--- config.mk ---
export PLATFORM = sky130hd
export DESIGN_NAME = outstanding_store_ctrl_flat
export DESIGN_NICKNAME = d
export VERILOG_FILES = /design/src/rtl/config_pkg.sv /design/src/rtl/outstanding_store_ctrl_pkg.sv /design/src/rtl/outstanding_store_ctrl_if.sv /design/src/rtl/tag_alloc_prio.sv /design/src/rtl/outstanding_store_ctrl.sv /design/src/flat_wrapper.sv
export SDC_FILE = /design/constraint.sdc
export NUM_CORES = 1
export LEC_CHECK = 0
export BUFFER_PORTS_ARGS = -buffer_cell sky130_fd_sc_hd__buf_2
export CAP_MARGIN = 30
export CORE_MARGIN = 2
export CORE_UTILIZATION = 43
export CTS_CLUSTER_SIZE = 16
export DETAILED_ROUTE_END_ITERATION = 10
export HOLD_SLACK_MARGIN = 0.02
export PLACE_DENSITY = 0.72
export SLEW_MARGIN = 20
export SYNTH_ARGS = -nofsm -noshare
export SYNTH_HDL_FRONTEND = slang
export SYNTH_SLANG_ARGS = --single-unit
--- constraint.sdc ---
create_clock -name clk_i -period 2.2 [get_ports clk_i]
set_clock_uncertainty 0.1 [all_clocks]
set_input_delay 0.33 -clock clk_i [delete_from_list [all_inputs] [get_ports clk_i]]
set_output_delay 0.33 -clock clk_i [all_outputs]
set_load 0.02 [all_outputs]
--- src/rtl/config_pkg.sv ---
// Build configuration shared across the core; store-tracking logic reads its
// outstanding-store budget and memory tag width from here.
package config_pkg;
    typedef struct packed {
        int unsigned MaxOutstandingStores;
        int unsigned MemTidWidth;
    } cva6_cfg_t;

    localparam cva6_cfg_t cva6_cfg_default = '{
        MaxOutstandingStores: 32'd7,
        MemTidWidth:          32'd2
    };
endpackage

--- src/rtl/outstanding_store_ctrl_pkg.sv ---
// Shared types and sizing helpers for the outstanding store controller.
package outstanding_store_ctrl_pkg;
    typedef enum logic [1:0] {
        IDLE  = 2'd0,
        DRAIN = 2'd1,
        DONE  = 2'd2
    } drain_state_e;

    // Tracking depth is capped by both the store budget and the tag space.
    function automatic int unsigned calc_limit(int unsigned max_stores, int unsigned nr_tags);
        return (max_stores < nr_tags) ? max_stores : nr_tags;
    endfunction
endpackage

--- src/rtl/outstanding_store_ctrl_if.sv ---
// LSU-side store handshake, memory-side issue/ack and fence/status signals.
interface outstanding_store_ctrl_if
    import outstanding_store_ctrl_pkg::*;
#(
    parameter int unsigned TidW = config_pkg::cva6_cfg_default.MemTidWidth,
    parameter int unsigned CntW = $clog2(calc_limit(config_pkg::cva6_cfg_default.MaxOutstandingStores,
                                                    2**config_pkg::cva6_cfg_default.MemTidWidth) + 1)
);
    logic            st_valid_i;
    logic            st_ready_o;
    logic            mem_valid_o;
    logic            mem_ready_i;
    logic [TidW-1:0] mem_tid_o;
    logic            ack_valid_i;
    logic [TidW-1:0] ack_tid_i;
    logic            fence_i;
    logic            fence_done_o;
    logic [CntW-1:0] outstanding_o;
    logic            full_o;
    logic            empty_o;
    logic            err_o;

    modport slave (
        input  st_valid_i, mem_ready_i, ack_valid_i, ack_tid_i, fence_i,
        output st_ready_o, mem_valid_o, mem_tid_o, fence_done_o, outstanding_o,
               full_o, empty_o, err_o
    );

    modport master (
        output st_valid_i, mem_ready_i, ack_valid_i, ack_tid_i, fence_i,
        input  st_ready_o, mem_valid_o, mem_tid_o, fence_done_o, outstanding_o,
               full_o, empty_o, err_o
    );
endinterface

--- src/rtl/tag_alloc_prio.sv ---
// Lowest-index free tag finder over the busy vector (priority encoder on ~busy).
module tag_alloc_prio #(
    parameter int unsigned NrTags = 4,
    parameter int unsigned IdxW   = 2
) (
    input  logic [NrTags-1:0] busy,
    output logic [IdxW-1:0]   idx,
    output logic              any_free
);
    always_comb begin
        idx      = '0;
        any_free = 1'b0;
        // Scan downward so the last hit, the lowest free index, wins.
        for (int i = NrTags - 1; i >= 0; i--) begin
            if (!busy[i]) begin
                idx      = IdxW'(i);
                any_free = 1'b1;
            end
        end
    end
endmodule

--- src/rtl/outstanding_store_ctrl.sv ---
// Tags in-flight stores, bounds how many are outstanding and drains them on fence.
module outstanding_store_ctrl
    import outstanding_store_ctrl_pkg::*;
#(
    parameter config_pkg::cva6_cfg_t CVA6Cfg = config_pkg::cva6_cfg_default,
    parameter int unsigned NrTags = 2**CVA6Cfg.MemTidWidth
) (
    input  logic                      clk_i,
    input  logic                      rst_i,
    outstanding_store_ctrl_if.slave   bus
);
    localparam int unsigned Limit  = calc_limit(CVA6Cfg.MaxOutstandingStores, NrTags);
    localparam int unsigned TidW   = CVA6Cfg.MemTidWidth;
    localparam int unsigned CntW   = $clog2(Limit + 1);
    localparam logic [CntW-1:0] LimitC = CntW'(Limit);

    logic [NrTags-1:0] busy_q, busy_d;
    logic [CntW-1:0]   cnt_q, cnt_d;
    drain_state_e      state_q, state_d;
    logic              err_q;
    logic [TidW-1:0]   free_idx;
    logic              any_free;
    logic              can_issue;
    logic              issue;
    logic              ack_hit;

    tag_alloc_prio #(.NrTags(NrTags), .IdxW(TidW)) u_alloc (
        .busy     (busy_q),
        .idx      (free_idx),
        .any_free (any_free)
    );

    // any_free keeps an invalid tag off the bus even if Limit exceeds the tag space.
    assign can_issue = (cnt_q < LimitC) && (state_q == IDLE) && any_free;

    assign bus.mem_valid_o = bus.st_valid_i & can_issue;
    assign bus.st_ready_o  = bus.mem_ready_i & can_issue;
    assign bus.mem_tid_o   = free_idx;

    assign issue   = bus.st_valid_i & bus.st_ready_o;
    // Pre-update busy: an ack to the tag allocated this cycle is a miss.
    assign ack_hit = bus.ack_valid_i & busy_q[bus.ack_tid_i];

    always_comb begin
        busy_d = busy_q;
        cnt_d  = cnt_q;
        if (issue)   busy_d[free_idx]      = 1'b1;
        if (ack_hit) busy_d[bus.ack_tid_i] = 1'b0;
        case ({issue, ack_hit})
            2'b10:   cnt_d = cnt_q + CntW'(1);
            2'b01:   cnt_d = cnt_q - CntW'(1);
            default: cnt_d = cnt_q;
        endcase
    end

    always_comb begin
        state_d = state_q;
        case (state_q)
            IDLE:    if (bus.fence_i) state_d = DRAIN;
            DRAIN:   if (cnt_d == '0) state_d = DONE;
            DONE:    state_d = IDLE;
            default: state_d = IDLE;
        endcase
    end

    always_ff @(posedge clk_i) begin
        if (rst_i) begin
            busy_q  <= '0;
            cnt_q   <= '0;
            state_q <= IDLE;
            err_q   <= 1'b0;
        end else begin
            busy_q  <= busy_d;
            cnt_q   <= cnt_d;
            state_q <= state_d;
            err_q   <= bus.ack_valid_i & ~busy_q[bus.ack_tid_i];
        end
    end

    assign bus.outstanding_o = cnt_q;
    assign bus.full_o        = (cnt_q == LimitC);
    assign bus.empty_o       = (cnt_q == '0);
    assign bus.err_o         = err_q;
    assign bus.fence_done_o  = (state_q == DONE);
endmodule

--- src/flat_wrapper.sv ---
// flat-port wrapper written by rule: the top's interface ports become plain ports
module outstanding_store_ctrl_flat import outstanding_store_ctrl_pkg::*;
#(
    parameter config_pkg::cva6_cfg_t CVA6Cfg = config_pkg::cva6_cfg_default,
    parameter int unsigned NrTags = 2**CVA6Cfg.MemTidWidth
)
  (clk_i, rst_i, bus_st_valid_i, bus_mem_ready_i, bus_ack_valid_i, bus_ack_tid_i, bus_fence_i, bus_st_ready_o, bus_mem_valid_o, bus_mem_tid_o, bus_fence_done_o, bus_outstanding_o, bus_full_o, bus_empty_o, bus_err_o);
  outstanding_store_ctrl_if #(.TidW(2), .CntW(3)) bus_i ();
  input  logic clk_i;
  input  logic rst_i;
  input wire logic [$bits(bus_i.st_valid_i)-1:0] bus_st_valid_i;
  input wire logic [$bits(bus_i.mem_ready_i)-1:0] bus_mem_ready_i;
  input wire logic [$bits(bus_i.ack_valid_i)-1:0] bus_ack_valid_i;
  input wire logic [$bits(bus_i.ack_tid_i)-1:0] bus_ack_tid_i;
  input wire logic [$bits(bus_i.fence_i)-1:0] bus_fence_i;
  output wire logic [$bits(bus_i.st_ready_o)-1:0] bus_st_ready_o;
  output wire logic [$bits(bus_i.mem_valid_o)-1:0] bus_mem_valid_o;
  output wire logic [$bits(bus_i.mem_tid_o)-1:0] bus_mem_tid_o;
  output wire logic [$bits(bus_i.fence_done_o)-1:0] bus_fence_done_o;
  output wire logic [$bits(bus_i.outstanding_o)-1:0] bus_outstanding_o;
  output wire logic [$bits(bus_i.full_o)-1:0] bus_full_o;
  output wire logic [$bits(bus_i.empty_o)-1:0] bus_empty_o;
  output wire logic [$bits(bus_i.err_o)-1:0] bus_err_o;
  assign bus_i.st_valid_i = bus_st_valid_i;
  assign bus_i.mem_ready_i = bus_mem_ready_i;
  assign bus_i.ack_valid_i = bus_ack_valid_i;
  assign bus_i.ack_tid_i = bus_ack_tid_i;
  assign bus_i.fence_i = bus_fence_i;
  assign bus_st_ready_o = bus_i.st_ready_o;
  assign bus_mem_valid_o = bus_i.mem_valid_o;
  assign bus_mem_tid_o = bus_i.mem_tid_o;
  assign bus_fence_done_o = bus_i.fence_done_o;
  assign bus_outstanding_o = bus_i.outstanding_o;
  assign bus_full_o = bus_i.full_o;
  assign bus_empty_o = bus_i.empty_o;
  assign bus_err_o = bus_i.err_o;
  outstanding_store_ctrl #(.CVA6Cfg(CVA6Cfg), .NrTags(NrTags)) u_core (.clk_i(clk_i), .rst_i(rst_i), .bus(bus_i));
endmodule
After elaboration in Yosys (flattened, before gate mapping)
Index checks and enable logic that the tools add are counted.

cells by class
  multiplexer cells = 20
  equality and inequality tests = 7
  bitwise gates (word level) = 9
  $lt $le $gt $ge = 5
  reduce and logical (&&, ||, !) cells = 8
  $add $sub $neg = 2

operators with widths
  kind                                                                           number
  2-bit two-way mux                                                              6
  4-bit two-way mux                                                              2
  1-bit two-way mux                                                              7
  3-bit zero test                                                                2
  2-bit by 3-bit less-than comparator with 1-bit output (second input constant)  2
  3-bit one-hot mux with 2 select lines                                          1
  1-bit AND                                                                      5
  4-bit AND                                                                      1
  1-bit demux with 2-bit select                                                  2
  2-bit by 1-bit equality test with 1-bit output (second input constant)         2
  2-bit equality test (second input constant)                                    2
  2-bit by 1-bit >= comparator with 1-bit output (second input constant)         2
  1-bit logical AND                                                              4
  4-bit inverter                                                                 1
  4-bit OR                                                                       1
  2-bit one-hot mux with 2 select lines                                          1
  3-bit by 1-bit adder with 3-bit output (second input constant)                 1
  3-bit equality test (second input constant)                                    1
  3-bit less-than comparator (second input constant)                             1
  3-bit by 1-bit subtractor with 3-bit output (second input constant)            1
  1-bit binary-select mux with 2-bit select                                      1
  2-bit zero test                                                                1
  2-bit by 1-bit != test with 1-bit output (second input constant)               1
  2-bit != test (second input constant)                                          1
  other kinds (2)                                                                2

storage, ports and cells
  word-level logic and storage cells = 55
  output and inout bits = 11
  flip-flop bits (word level) = 10

Depth between registers and ports, before layout
Gate-level depths: netlist (run 1).

  depth in word-level cells = 12
  gate-level depth with buffers = 10
  gate-level depth less buffers = 9

By module
Synthesis (run 1) repeated with hierarchy kept, for this count alone.

unflattened totals
  cell total of the unflattened synthesis = 66
  area total of the unflattened synthesis = 608.1 um^2

modules (own cells, without submodules)
  module                  cells an instance  instances  area each (um^2)  seq. area each (um^2)
  outstanding_store_ctrl  61                 1          579.3             200.2
  tag_alloc_prio          5                  1          28.8              0.0

Least setup slack after synthesis (run 1)
OpenSTA, ideal clock, no wires.

  kind = reg-to-reg
  start = register u_core.cnt_q[2], in the netlist u_core.bus.outstanding_o[2]
  end = register u_core.cnt_q[2], in the netlist u_core.bus.outstanding_o[2]
  setup slack = -0.252 ns
  setup time = 0.070 ns
  data required time = 2.030 ns
  stages on the path, launching flop included = 11
  buffers on the path = 1
  clock period less this slack = 2.452 ns
  arrival time = 2.282 ns
  cell sequence = dfxtp_1 clkbuf_2 nor4b_2 and2_1 nand2_1 ha_1 inv_1 fa_1 xor2_1 or3_2 a21oi_1

between the ends
  cells in the longest elaborated chain, start to end = 7
  elaborated cells on any way between the ends = 10

RTL lines
  element                                                                                RTL line                      source
  from (decl)                                                                            outstanding_store_ctrl.sv:18  logic [CntW-1:0] cnt_q, cnt_d;
  from (signal assigned)                                                                 outstanding_store_ctrl.sv:74  cnt_q <= cnt_d;
  3-bit less-than comparator *                                                           outstanding_store_ctrl.sv:34  assign can_issue = (cnt_q < LimitC) && (state_q == IDLE) && any_free;
  1-bit logical AND * (2 in a row)                                                       outstanding_store_ctrl.sv:34
  1-bit AND *                                                                            outstanding_store_ctrl.sv:37  assign bus.st_ready_o = bus.mem_ready_i & can_issue;
  net bus_st_ready_o                                                                     flat_wrapper.sv:16            output wire logic [$bits(bus_i.st_ready_o)-1:0] bus_st_ready_o;
  1-bit AND *                                                                            outstanding_store_ctrl.sv:40  assign issue = bus.st_valid_i & bus.st_ready_o;
  2-bit by 1-bit equality test with 1-bit output or 2-bit equality test (tied branches)  outstanding_store_ctrl.sv:49  case ({issue, ack_hit})
  3-bit one-hot mux with 2 select lines *                                                outstanding_store_ctrl.sv:49

The timed path passes the listed nets; every way through them passes the cells marked *.
A chain may end at the register's enable or synchronous reset.

Worst setup path after layout (run 1)
  start = register u_core.busy_q[1]
  end = register u_core.state_q[1]

between the ends
  cells in the longest elaborated chain, start to end = 10
  elaborated cells on any way between the ends = 14

RTL lines
  element                                                                                RTL line                      source
  from (decl)                                                                            outstanding_store_ctrl.sv:17  logic [NrTags-1:0] busy_q, busy_d;
  from (signal assigned)                                                                 outstanding_store_ctrl.sv:73  busy_q <= busy_d;
  1-bit two-way mux (2 in a row)                                                         tag_alloc_prio.sv:15          if (!busy[i]) begin
  1-bit logical AND                                                                      outstanding_store_ctrl.sv:34
  1-bit AND                                                                              outstanding_store_ctrl.sv:37
  1-bit AND                                                                              outstanding_store_ctrl.sv:40
  2-bit by 1-bit equality test with 1-bit output or 2-bit equality test (tied branches)  outstanding_store_ctrl.sv:49
  3-bit one-hot mux with 2 select lines *                                                outstanding_store_ctrl.sv:49
  3-bit zero test *                                                                      outstanding_store_ctrl.sv:60  DRAIN: if (cnt_d == '0) state_d = DONE;
  2-bit by 1-bit != test with 1-bit output (no source line) *                            n/a
  2-bit AND reduction (no source line) *                                                 n/a
  to (signal assigned)                                                                   outstanding_store_ctrl.sv:75  state_q <= state_d;
  to (decl)                                                                              outstanding_store_ctrl.sv:19  drain_state_e state_q, state_d;

Mark *: on every way between the ends. The rest lies on a longest branch, timed or not. The select of a mux whose other input is x is not followed.

==> metrics, run 1 <==
worst slew pin tran 0.260 ns; num ports 19; n_diodes 0; Tot Pwr 0.524 mW; leak pwr 0.388 nW; DIE HEIGHT 41.3 µm; hold crit path type in2reg; fillers 122; Final Hold Viols 0; worst hold margin 0.248 ns; Syn Area/Cell 8.65 µm²; Worst setup EP type flop; Vias 597; CP Data Arrival Time 2.23 ns; largest net degree at the start of global routing 11; Final Non-Filler Cells 115; Syn Nets 79; placed cells 111; Max IR drop VDD 267 µV; hpwl dp 1.17 mm; Placer Congestion 0.733; clock sink count 10; Iter 0 DRT Violations 5; Max Cap Viol 0; crit path max fanout 4; number of global-route vias before repair 547; CTS tree done; sequential area share after synthesis 0.335; TritonRoute pass-1 iters 2; WS Path Type reg2reg; I/O Buffers 18; CTS Hold Buffers Added 0; YS warnings 0; total track usage 0.208; Root Buffer clkbuf_4; status finished, final reports clean; total gr overflow 0; worst skew pair latency 0.26 ns; final critical path time including I/O delays and setup 2.17 ns; share of cells above drive strength 1 0.520; final WL 1.47 mm; P&R area growth vs syn 45.7%; RSZ-0062 raised after global routing yes; Post-DRT Antenna Nets 0; Netlist Area Pre-Place 597 µm²; post-layout util 0.668; most frequent cells in the layout 18 x buf_2, 12 x buf_4, 7 x o21ai_0; Vias per Instance 5.19; Period Utilization, post-route 0.988; WL/cell 12.8 µm; DRC 0; most common cell after layout, fill and taps aside buf_2; startpoint types flop; Pins Over Slew Limit 0; Core Region 0.00130 mm²; Seq cells post-synth 10; final-stage net count 111; Die Wd 41.3 µm; htree depth 1; WP data required 2.25 ns; Starting Density 0.459; post-CTS setup buffer count 0; final setup violating endpoints 0; Max Fclk 460 MHz; synthesized instance count 69; Distinct cells, synth 32; initial antenna violation count 0; CTS buffer count 3; Core Rows 13; CTS Buffer Depth 2; Die ar. 0.00170 mm²; first-pass GRT wire length 2.26 mm; Worst-path clk slew 0.07 ns; pwr/cell area 603 mW/mm²; Max-slew headroom 0.826
[power by group]
| group | switching, mW | leakage, nW | internal, mW |
|---|---|---|---|
| clock | 0.0661 | 0.0210 | 0.100 |
| combinational | 0.0796 | 0.283 | 0.0719 |
| sequential | 0.0132 | 0.0839 | 0.193 |
| total | 0.159 | 0.388 | 0.365 |
[state kept, by name, indices dropped and copies added, names as in the netlist]
name / count
u_core.state_q: 2
u_core.busy_q: 4
u_core.bus.outstanding_o: 3
u_core.bus.err_o: 1
[Yosys cell counts]
cell type   n  share of area
a22oi_2     1          0.021
nand2b_1    3          0.031
nor3_1      1         0.0084
nor2b_1     4          0.042
o21ai_0     7          0.059
ha_1        1          0.021
or3b_1      1          0.015
nor4b_2     1          0.025
nand2_1     7          0.044
mux4_2      1          0.038
a211oi_1    1          0.013
and2_1      2          0.021
o31a_2      1          0.017
nand4_1     2          0.021
and2b_2     1          0.015
nor2_1      2          0.013
dfxtp_1    10           0.34
clkbuf_2    1         0.0084
buf_4       1          0.013
a21boi_0    2          0.025
and3_1      2          0.021
nor4_1      1          0.010
o22ai_1     1          0.010
a31oi_1     1          0.010
fa_1        1          0.034
clkbuf_1    1         0.0063
nand3b_1    1          0.013
or3_2       1          0.013
xor2_1      2          0.029
inv_1       3          0.019
nor3b_1     2          0.025
a21oi_1     3          0.025
[worst max-delay path, stage by stage (launching register included)]
cell and delay [ns]:
dfxtp_2 0.34, mux4_2 0.48, and2_4 0.17, ha_4 0.15
inv_2 0.05, fa_2 0.41, nand3b_1 0.11, a22oi_2 0.09
and3_1 0.16
[logic make-up (layout without fill, tap and decap cells)]
kind of cell               Yosys count  in the layout  synth area share
xor gates and xnor gates             2              2            0.0294
and+or+nand+nor                     31             31             0.317
adders and majority gates            2              2            0.0545
buffers and inverters                6             37            0.0461
muxes                                1              1            0.0377
AOI/OAI and AO/OA                   17             17             0.180
DFF                                 10             10             0.335
[metal layers]
layer | vias up | part of all wire | track usage
li1 | 304 | - | -
met1 | 280 | 0.40 | 0.216
met2 | 13 | 0.56 | 0.398
met3 | 0 | 0.039 | 0.0652
met4 | 0 | 0 | 0.0484
met5 | - | 0 | 0
[path summary, 6_finish.rpt]
check	startpoint	to	slack, ns	cells past startpoint
max	u_core.busy_q[1]$_SDFF_PP0_	u_core.state_q[1]$_SDFFE_PP0P_	0.03	8
min	rst_i	u_core.bus.outstanding_o[2]$_SDFF_PP0_	0.25	2
max reg2reg	u_core.busy_q[1]$_SDFF_PP0_	u_core.state_q[1]$_SDFFE_PP0P_	0.03	8
min reg2reg	u_core.bus.outstanding_o[1]$_SDFF_PP0_	u_core.bus.outstanding_o[1]$_SDFF_PP0_	0.47	2
[what timing repair did]
action,in CTS,in global routing
pin swaps,0,3
resized for setup,5,4
endpoints found under the setup margin,4,4
[cell type report]
class                   instances  area [µm²]  area share
inverters                       3        11.3      0.0129
multi-input cells              53         415       0.478
flip-flops and latches         10         208       0.239
well taps                      15        18.8      0.0216
repair buffers                 30         180       0.207
clock buffers                   4        36.3      0.0417
[per-stage QoR]
| stage | setup WS, ns | setup TNS [ns] | instance area (µm²) |
|---|---|---|---|
| finish | 0.0267 | 0 | 870 |
| global route | -0.0248 | -0.0520 | 870 |
| CTS | 0.000288 | 0 | 856 |
| detailed placement | -0.233 | -0.724 | 810 |
| global placement | -0.148 | -0.420 | 810 |
| floorplan | -0.0266 | -0.0368 | 639 |
Power figures use the tool's default switching activity.
==> inputs of run 2 (changes only) <==
--- a/config.mk
+++ b/config.mk
@@ -13,6 +13,7 @@
 export DETAILED_ROUTE_END_ITERATION = 10
 export HOLD_SLACK_MARGIN = 0.02
 export PLACE_DENSITY = 0.72
+export REMOVE_ABC_BUFFERS = 1
 export SLEW_MARGIN = 20
 export SYNTH_ARGS = -nofsm -noshare
 export SYNTH_HDL_FRONTEND = slang
==> metrics, run 2 (synthesis gave the netlist of run 1 again) <==
CTS buffer count 3; leak pwr 0.443 nW; Period Utilization, post-route 0.979; hold crit path type in2reg; most common cell after layout, fill and taps aside buf_4; Multi-input gate area 420 µm²; Final Non-Filler Cells 126; r2r setup slk 0.05 ns; worst slew pin tran 0.223 ns; Pins Over Slew Limit 0; clock group share of total power 0.241; Max Cap Viol 0; Core Rows 13; RSZ-0062 raised after global routing yes; Max IR drop VDD 279 µV; Max Fclk 465 MHz; hpwl dp 1.03 mm; status finished, final reports clean; Die Wd 41.3 µm; placed cells 114; setup ws final 0.0472 ns; n_diodes 0; WP data required 2.26 ns; crit path max fanout 3; Starting Density 0.459; total track usage 0.200; Tot Pwr 0.509 mW; final-stage net count 123; slowest stage delay, CP 0.47 ns; sequential share of power 0.405; part of the power in combinational logic 0.354; Vias 636; largest net degree at the start of global routing 11; CP Depth 8; DRC 0; WL/cell 11.5 µm; CTS Buffer Depth 2; Worst setup EP type flop; CTS tree done; final critical path time including I/O delays and setup 2.15 ns; CP endpoint u_core.state_q[1]$_SDFFE_PP0P_; worst slack, placed -0.219 ns; Internal 0.352 mW; CP Data Arrival Time 2.21 ns; DIE HEIGHT 41.3 µm; htree depth 1; final setup violating endpoints 0; post-layout util 0.729; CTS Hold Buffers Added 0; share of cells above drive strength 1 0.568; initial antenna violation count 0; cell depth of the worst flop-to-flop path 8; fillers 104; pwr/cell area 537 mW/mm²; worst hold margin 0.249 ns; P&R area growth vs syn 58.9%; first-pass GRT wire length 2.10 mm; Max-slew headroom 0.850; worst skew pair latency 0.26 ns; crit-path leading delay family adder cells; WS Path Type reg2reg; switch share 0.309; Root Buffer clkbuf_4; total gr overflow 0; R2R Path Start u_core.busy_q[1]$_SDFF_PP0_; Placer Congestion 0.695; Final Hold Viols 0; max reg flops 4; Crit-path slowest cell mux4_2; number of global-route vias before repair 479; Crit. Startpoint u_core.busy_q[1]$_SDFF_PP0_; P_sw 0.157 mW; critical-path cell list mux4_2 -> and2_4 -> ha_4 -> inv_2 -> fa_2 -> nand3b_1 -> a22oi_2 -> and3_1; Iter 0 DRT Violations 6; final WL 1.45 mm; num ports 19; TritonRoute pass-1 iters 4; I/O Buffers 18; most frequent cells in the layout 24 x buf_4, 18 x buf_2, 7 x o21ai_0; Core Region 0.00130 mm²; R2R Path End u_core.state_q[1]$_SDFFE_PP0P_; startpoint types flop; Post-DRT Antenna Nets 0; clock sink count 10; Die ar. 0.00170 mm²; CP Buf/Inv Count 1; register area 205 µm²; Largest Register u_core.busy_q; Vias per Instance 5.05; Worst-path clk slew 0.07 ns
run 2: worst min path at each step:
stage                                           start                                endpoint  slack (ns)  cells past startpoint
2_1_floorplan                                   rst_i  u_core.bus.outstanding_o[2]$_SDFF_PP0_        0.30                      1
3_3_place_gp   u_core.bus.outstanding_o[1]$_SDFF_PP0_  u_core.bus.outstanding_o[1]$_SDFF_PP0_        0.45                      2
3_5_place_dp   u_core.bus.outstanding_o[1]$_SDFF_PP0_  u_core.bus.outstanding_o[1]$_SDFF_PP0_        0.46                      2
4_1_cts                                   bus_fence_i          u_core.state_q[0]$_SDFFE_PP0P_        0.23                      3
5_1_grt                                   bus_fence_i          u_core.state_q[0]$_SDFFE_PP0P_        0.26                      3
6_report                                        rst_i  u_core.bus.outstanding_o[2]$_SDFF_PP0_        0.25                      2
run 2: layout make-up:
class                           count  area share
Clock buffer                        3      0.0237
Timing Repair Buffer               42       0.285
Multi-Input combinational cell     53       0.443
Sequential cell                    10       0.216
Tap cell                           15      0.0198
Inverter                            3      0.0119
run 2: per-layer routing:
layer	track usage	vias up	wire length, µm
met1	0.253	282	670
li1	-	330	-
met4	0.121	0	30
met3	0.0489	4	64
met5	0	-	0
met2	0.301	20	688
run 2: power groups by stage:
stage	Combinational [mW]	Clock [mW]	Sequential, mW
after global routing	0.198	0.136	0.208
after global placement	0.149	0	0.208
after detailed placement	0.151	0	0.208
after CTS	0.155	0.127	0.205
final	0.180	0.123	0.206
after floorplan	0.0766	0	0.217
run 2: stage by stage:
step           cell area [µm²]  setup TNS (ns)
2_1_floorplan              581          -0.600
3_3_place_gp               802          -0.632
3_5_place_dp               802          -0.766
4_1_cts                    843               0
5_1_grt                    948         -0.0203
6_report                   948               0
run 2: what timing repair did:
item	4_1_cts	5_1_grt
buffers inserted	0	9
pin swaps	0	8
gates resized for setup	6	10
setup endpoints to repair	4	4
